<file path="config.mk">
export PLATFORM = sky130hd
export DESIGN_NAME = mux_sel_arbiter
export DESIGN_NICKNAME = d
export VERILOG_FILES = /design/src/rtl/mux_sel_arbiter.sv
export SDC_FILE = /design/constraint.sdc
export NUM_CORES = 1
export LEC_CHECK = 0
export ABC_AREA = 1
export CAP_MARGIN = 20
export CORE_ASPECT_RATIO = 1.1
export CORE_MARGIN = 4
export CORE_UTILIZATION = 53
export CTS_CLUSTER_SIZE = 10
export DETAILED_ROUTE_END_ITERATION = 6
export GPL_TIMING_DRIVEN = 0
export HOLD_SLACK_MARGIN = 0.02
export PLACE_DENSITY = 0.78
export SLEW_MARGIN = 10
export SYNTH_ARGS = -nofsm -noshare
export SYNTH_HDL_FRONTEND = slang
export SYNTH_SLANG_ARGS = --single-unit
</file>
<file path="constraint.sdc">
create_clock -name clk -period 5 [get_ports clk]
set_input_delay 1 -clock clk [delete_from_list [all_inputs] [get_ports clk]]
set_output_delay 1 -clock clk [all_outputs]
set_load 0.01 [all_outputs]
</file>
<file path="src/rtl/mux_sel_arbiter.sv">
// Round-robin arbiter that owns the 4:1 mux select pins {s1,s2}.
// The grant is capped at MAX_HOLD cycles whenever another requester is waiting.
module mux_sel_arbiter #(
  parameter int unsigned MAX_HOLD = 4
) (
  input  logic       clk,
  input  logic       rst,
  input  logic [3:0] req,
  output logic [3:0] gnt,
  output logic       s1,
  output logic       s2,
  output logic       busy,
  output logic [1:0] owner
);

  // state | meaning
  // IDLE  | no grant active; select pins keep the last owner
  // GRANT | gnt one-hot for owner; hold_cnt counts ownership cycles
  typedef enum logic {IDLE, GRANT} state_t;

  localparam logic [3:0] HOLD_MAX = 4'(MAX_HOLD);

  state_t     state, state_nxt;
  logic [3:0] gnt_nxt;
  logic [1:0] owner_nxt;
  logic [1:0] ptr, ptr_nxt;
  logic [3:0] hold_cnt, hold_nxt;
  logic [3:0] others;
  logic [2:0] pick_all, pick_oth;
  logic       do_grant;
  logic [1:0] grant_idx;

  // Returns {found, index} of the first set bit searching start, start+1, ... mod 4.
  function automatic logic [2:0] rr_pick(input logic [3:0] v, input logic [1:0] start);
    logic [2:0] res;
    logic [1:0] idx;
    res = 3'b000;
    for (int k = 3; k >= 0; k--) begin
      idx = start + 2'(k);
      if (v[idx]) res = {1'b1, idx};
    end
    return res;
  endfunction

  always_ff @(posedge clk or posedge rst) begin
    if (rst) begin
      state    <= IDLE;
      gnt      <= 4'b0000;
      owner    <= 2'd0;
      ptr      <= 2'd0;
      hold_cnt <= 4'd0;
    end else begin
      state    <= state_nxt;
      gnt      <= gnt_nxt;
      owner    <= owner_nxt;
      ptr      <= ptr_nxt;
      hold_cnt <= hold_nxt;
    end
  end

  always_comb begin
    state_nxt = state;
    gnt_nxt   = gnt;
    owner_nxt = owner;
    ptr_nxt   = ptr;
    hold_nxt  = hold_cnt;
    do_grant  = 1'b0;
    grant_idx = 2'd0;
    others    = req & ~(4'b0001 << owner);
    pick_all  = rr_pick(req, ptr);
    pick_oth  = rr_pick(others, ptr);

    case (state)
      IDLE: begin
        if (pick_all[2]) begin
          do_grant  = 1'b1;
          grant_idx = pick_all[1:0];
        end
      end
      GRANT: begin
        if (!req[owner]) begin
          if (pick_oth[2]) begin
            do_grant  = 1'b1;
            grant_idx = pick_oth[1:0];
          end else begin
            gnt_nxt   = 4'b0000;
            state_nxt = IDLE;
          end
        end else if (hold_cnt >= HOLD_MAX && pick_oth[2]) begin
          do_grant  = 1'b1;
          grant_idx = pick_oth[1:0];
        end else if (hold_cnt < HOLD_MAX) begin
          hold_nxt = hold_cnt + 4'd1;
        end
      end
      default: state_nxt = IDLE;
    endcase

    // Any new ownership restarts the hold count and moves the pointer past the grantee.
    if (do_grant) begin
      state_nxt = GRANT;
      gnt_nxt   = 4'b0001 << grant_idx;
      owner_nxt = grant_idx;
      ptr_nxt   = grant_idx + 2'd1;
      hold_nxt  = 4'd1;
    end
  end

  assign s1   = owner[1];
  assign s2   = owner[0];
  assign busy = |gnt;

endmodule

</file>
# Word-level counts from Yosys, hierarchy flattened
# Cells that the tools add are included.
[totals]
out_inout_bits = 9
regBits = 13
word_cells = 80
input_bits = 6
[classes]
n_shift = 2
n_mux = 48
n_bitwise = 3
addsub = 5
eq_ne = 3
n_reduce_logical = 7
n_lt_le_gt_ge = 7
[op_table]
columns = ["operator", "count"]
rows = [
  ["$mux 4", 9],
  ["$mux 3", 8],
  ["$bmux 1 s2", 9],
  ["$mux 1", 16],
  ["$lt 2x3->1 const B", 5],
  ["$mux 2", 4],
  ["$shl 1x2->4 const A", 2],
  ["$reduce_bool 2->1", 3],
  ["$add 2x1->2 const B", 2],
  ["$add 2x2->2 const B", 2],
  ["$add 4x1->4 const B", 1],
  ["$and 4x4->4", 1],
  ["$ge 4x3->1 const B", 1],
  ["$lt 4x3->1 const B", 1],
  ["$ne 2x2->1 const B", 2],
  ["$not 4->4", 1],
  ["$pmux 2 s2", 1],
  ["$reduce_and 4->1", 1],
  ["$reduce_or 4->1", 1],
  ["$reduce_and 3->1", 1],
  ["$ne 2x1->1 const B", 1],
  ["$pmux 1 s2", 1],
  ["$logic_and 1x1->1", 1],
  ["$not 1->1", 1],
]

# Longest topological paths before layout
[logic_depth]
depth_word = 15
depth_mapped = 17
ltp_nobuf = 16

# Worst setup path after synthesis
# Ideal clock, no wire load.
[synth_timing]
kind = "input to register"
start = "in req[2]"
end = "reg ptr[1]"
t_arrival_ns = 2.268
path_stages = 11
path_buffers = 0
slack_ns = 2.650
cell_sequence = "inv_1 nand2_1 o21ai_1 inv_2 nor2_4 nand4_4 or2_4 nand2_8 nor2_4 ha_1 o21ai_0"
[synth_via]
elab_chain_cells = 12
[synth_lines]
columns = ["element", "line", "rtl"]
rows = [
  ["start, declared", "8", "input logic [3:0] req,"],
  ["$and 4x4->4", "69", "others = req & ~(4'b0001 << owner);"],
  ["$bmux 1 s2", "40", "if (v[idx]) res = {1'b1, idx};"],
  ["$mux 1 (not written as such)", "40", ""],
  ["$mux 3 (4 in a row)", "40", ""],
  ["$logic_and 1x1->1", "89", "end else if (hold_cnt >= HOLD_MAX && pick_oth[2]) begin"],
  ["$mux 2", "89", ""],
  ["$mux 2", "81", "if (!req[owner]) begin"],
  ["$pmux 2 s2 (*)", "73", "case (state)"],
  ["named net grant_idx[0]", "31", "logic [1:0] grant_idx;"],
  ["$add 2x1->2 (*)", "104", "ptr_nxt = grant_idx + 2'd1;"],
  ["end signal, assigned", "56", "ptr <= ptr_nxt;"],
  ["end, declared", "26", "logic [1:0] ptr, ptr_nxt;"],
]
# The timed path passes the listed nets; every way through them passes the cells marked *. The select of a mux whose other input is x is not followed.
# A chain may end at the register's enable or synchronous reset.

# Worst setup path after layout
# Same ends and word-level chain as after synthesis.

==> key figures <==
Layout
  – NumNets Final: 190
  – Commonest non-fill, non-tap cell in the layout: nand2_1
  – Fill cell count: slightly below 200
  – Layout cells sized above 1: between 20% and 30%
  – Area Growth Syn to Fin: 17.39%
  – ANT cells: 0
  – Finished Layout Cells: around 210
  – Commonest non-fill, non-tap cells in the layout: nand2_1, nand3_1, clkdlybuf4s50_1

Worst setup path
  – Max incr delay on CP: 510 ps
  – Crit end category: register
  – R2R Path End: ptr[1]$_DFFE_PP0P_
  – Critical path class: input port to register
  – CP max FO: 3
  – RR Startpoint: ptr[0]$_DFFE_PP0P_
  – CP Cell Sequence: clkdlybuf4s50_1, inv_1, o21ai_0, inv_1, o21ai_2, inv_2, nand2_1, nand2_1, nand3_1, nand2_2, nor2_4, ha_1, o21ai_0
  – Arrival @ worst endpoint: between 2000 and 3000 ps
  – Worst path slowest cell: clkdlybuf4s50_1
  – Worst setup SP type: input port
  – R2R cell count: 10
  – Reg-to-reg slack, setup: about 3000 ps
  – Worst EP required: roughly 5200 ps
  – Crit path to: ptr[1]$_DFFE_PP0P_
  – Crit path from: req[2]

CTS
  – CTS Buf Count: 3
  – CTS tree: done
  – Register clock-pin slew on the reported worst setup and hold paths: around 80 ps
  – Worst skew pair latency: 280 ps
  – CTS Sinks: 13
  – Setup Buffers After CTS: 0
  – # H-tree levels: 1
  – CTS Buffer Depth: 2
  – Clk root buf: clkbuf_4
  – Cts hold-fix bufs: 0
  – Number of gates resized after cts: 0

STA
  – Final hold viol count: 0
  – Fmax: roughly 360 MHz
  – Tightest Pin Transition: ~480 ps
  – Hold slack final: 495.3 ps
  – TNS Setup: 0 ps
  – Skew final: around 1.1 ps
  – Fin crit share: 55.55%
  – Final Setup Violations: 0
  – Max Transition Viols Final: 0
  – Unrepaired setup endpoints after global routing: false
  – Final Critical Period: between 2000 and 3000 ps
  – Worst setup margin: between 2000 and 2500 ps
  – Rel. slew slack: 67.97%

Pwr
  – Worst IR Drop VDD: roughly 0.5 mV
  – Logic pwr share: between 70% and 80%
  – Int Pwr: between 400 and 500 uW
  – Switching part of the total power: 53.41%
  – Psw: 556.2 uW
  – Lkg Pwr: between 0.0007 and 0.0008 uW
  – Cell area power density: roughly 770 nW/um^2
  – Sequential Power Share: between 15 and 20%
  – Clock share of power: approximately 6.3%

Place
  – Placed insts: about 200
  – HPWL after DPL: 2.015 mm
  – Dpl ws: around 1900 ps
  – Number of port buffers: 14
  – Routability cong.: 0.9176

Synthesis
  – Flop and latch count out of synthesis: 13
  – Post-synthesis net count: between 150 and 200
  – Synth warnings: 0
  – Seq/Total Area, Yosys: between 20% and 30%
  – Yosys cell types: 31
  – Post-Syn Area per Cell: ~7.2 sq um
  – Post-synthesis cell count: 162
  – Synth Cell Area: roughly 1200 sq um

Min path
  – Hold Crit Class: register to register
  – Min-Delay Startpoint: hold_cnt[1]$_DFFE_PP0P_

Flow run
  – Max_cap viols: 0

Global route
  – First-pass GRT wire length: 4.547 mm
  – Initial antenna violation count: 0
  – Vias in the first global route: between 1k and 1.5k
  – Gr usage total: 19.40%
  – GRT Residual Overflow: 0
  – Largest net degree at the start of global routing: 14

Drt
  – Final antenna-violating net count: 0
  – DR DRC count: 0
  – Drt wl/cell: between 10 and 15 um
  – Via count: 1,054
  – Vias per inst: between 5 and 6
  – Initial DRC count: 13
  – Pre-Repair DR Iteration Count: 3
  – Final WL: about 2.5 mm

Floorplan
  – Core footprint: 2042 sq um
  – Chip width: 52.58 um
  – Rows: 17
  – I/O pin cnt: 15
  – Die Y: between 50 and 60 um
  – Die area: around 3000 sq um
  – Initial core utilization: approximately 57%

Status
  – Outcome: completed
==> cell usage after synthesis (all sizes together) <==
cell type | instances | share of area [%]
a21oi | 6 | 3.2
buf | 5 | 4.4
dfrtp | 13 | 28
ha | 3 | 3.2
inv | 20 | 6.7
nand2 | 64 | 26
nand3 | 22 | 12
nand4 | 1 | 1.8
nor2 | 16 | 7.3
nor3 | 1 | 0.43
o21ai | 6 | 2.9
o22ai | 1 | 0.54
or2 | 1 | 0.76
or4 | 1 | 0.65
xnor2 | 1 | 1.4
xor2 | 1 | 0.76
==> critical path, delay by kind of cell <==
kind / cells / cell delay, ps
and+or+nand+nor: 5 / 400
buffers and inverters: 4 / 790
AOI/OAI and AO/OA: 3 / 540
adders and majority gates: 1 / 240
==> registers in the layout, indices dropped and copies added (netlist names) <==
signal    cells
ptr           2
state         1
gnt           4
owner         2
hold_cnt      4
==> cell type report <==
class	instances	area [sq um]	share of cell area, %
multi-input combinational	124	704.4	51.79
inverter	20	77.57	5.704
timing repair buffer	14	140.1	10.30
tap	28	35.03	2.576
buffer	5	51.30	3.772
clock buffer	4	26.28	1.932
sequential	13	325.3	23.92
==> kinds of logic (layout without fill, tap and decap cells) <==
| kind of cell | after synthesis | after routing | synth area share (%) |
|---|---|---|---|
| and+or+nand+nor | 106 | 106 | 48.70 |
| adders and majority gates | 3 | 3 | 3.240 |
| DFF | 13 | 13 | 28.08 |
| buffers and inverters | 25 | 43 | 11.12 |
| AOI/OAI and AO/OA | 13 | 13 | 6.696 |
| xor gates and xnor gates | 2 | 2 | 2.160 |
==> worst min path at each step <==
stage                                    to  slack, ps  cells after the start
floorplan           hold_cnt[1]$_DFFE_PP0P_        450                      2
global placement    hold_cnt[1]$_DFFE_PP0P_        460                      2
detailed placement  hold_cnt[1]$_DFFE_PP0P_        480                      2
CTS                 hold_cnt[1]$_DFFE_PP0P_        500                      2
global route        hold_cnt[1]$_DFFE_PP0P_        510                      2
finish              hold_cnt[1]$_DFFE_PP0P_        500                      2
==> routing by layer <==
layer  up-vias  track usage [%]  routed length [um]  share of wire (%)
met4         0            10.95                  82                3.3
met3         9            2.089                  63                2.6
met1       484            22.71                1089                 44
li1        545                -                   -                  -
met2        16            33.51                1220                 50
met5         -                0                   0                  0
==> power by group through the flow <==
stage,sequential [uW],clock [uW],combinational [uW]
final,178,65.8,797
after global routing,186,71.8,900
after CTS,178,68.9,801
after detailed placement,181,0,795
after global placement,179,0,771
after floorplan,183,0,608
==> metrics by stage <==
stage / instance area, sq um / total power [uW] / utilization, %
floorplan: 1159 / 791.0 / -
global placement: 1334 / 949.7 / 65.32
detailed placement: 1334 / 975.7 / 65.32
CTS: 1360 / 1048 / 66.61
global route: 1360 / 1158 / 66.61
finish: 1360 / 1041 / 66.61
No activity file was read; power rests on OpenSTA's default activity.
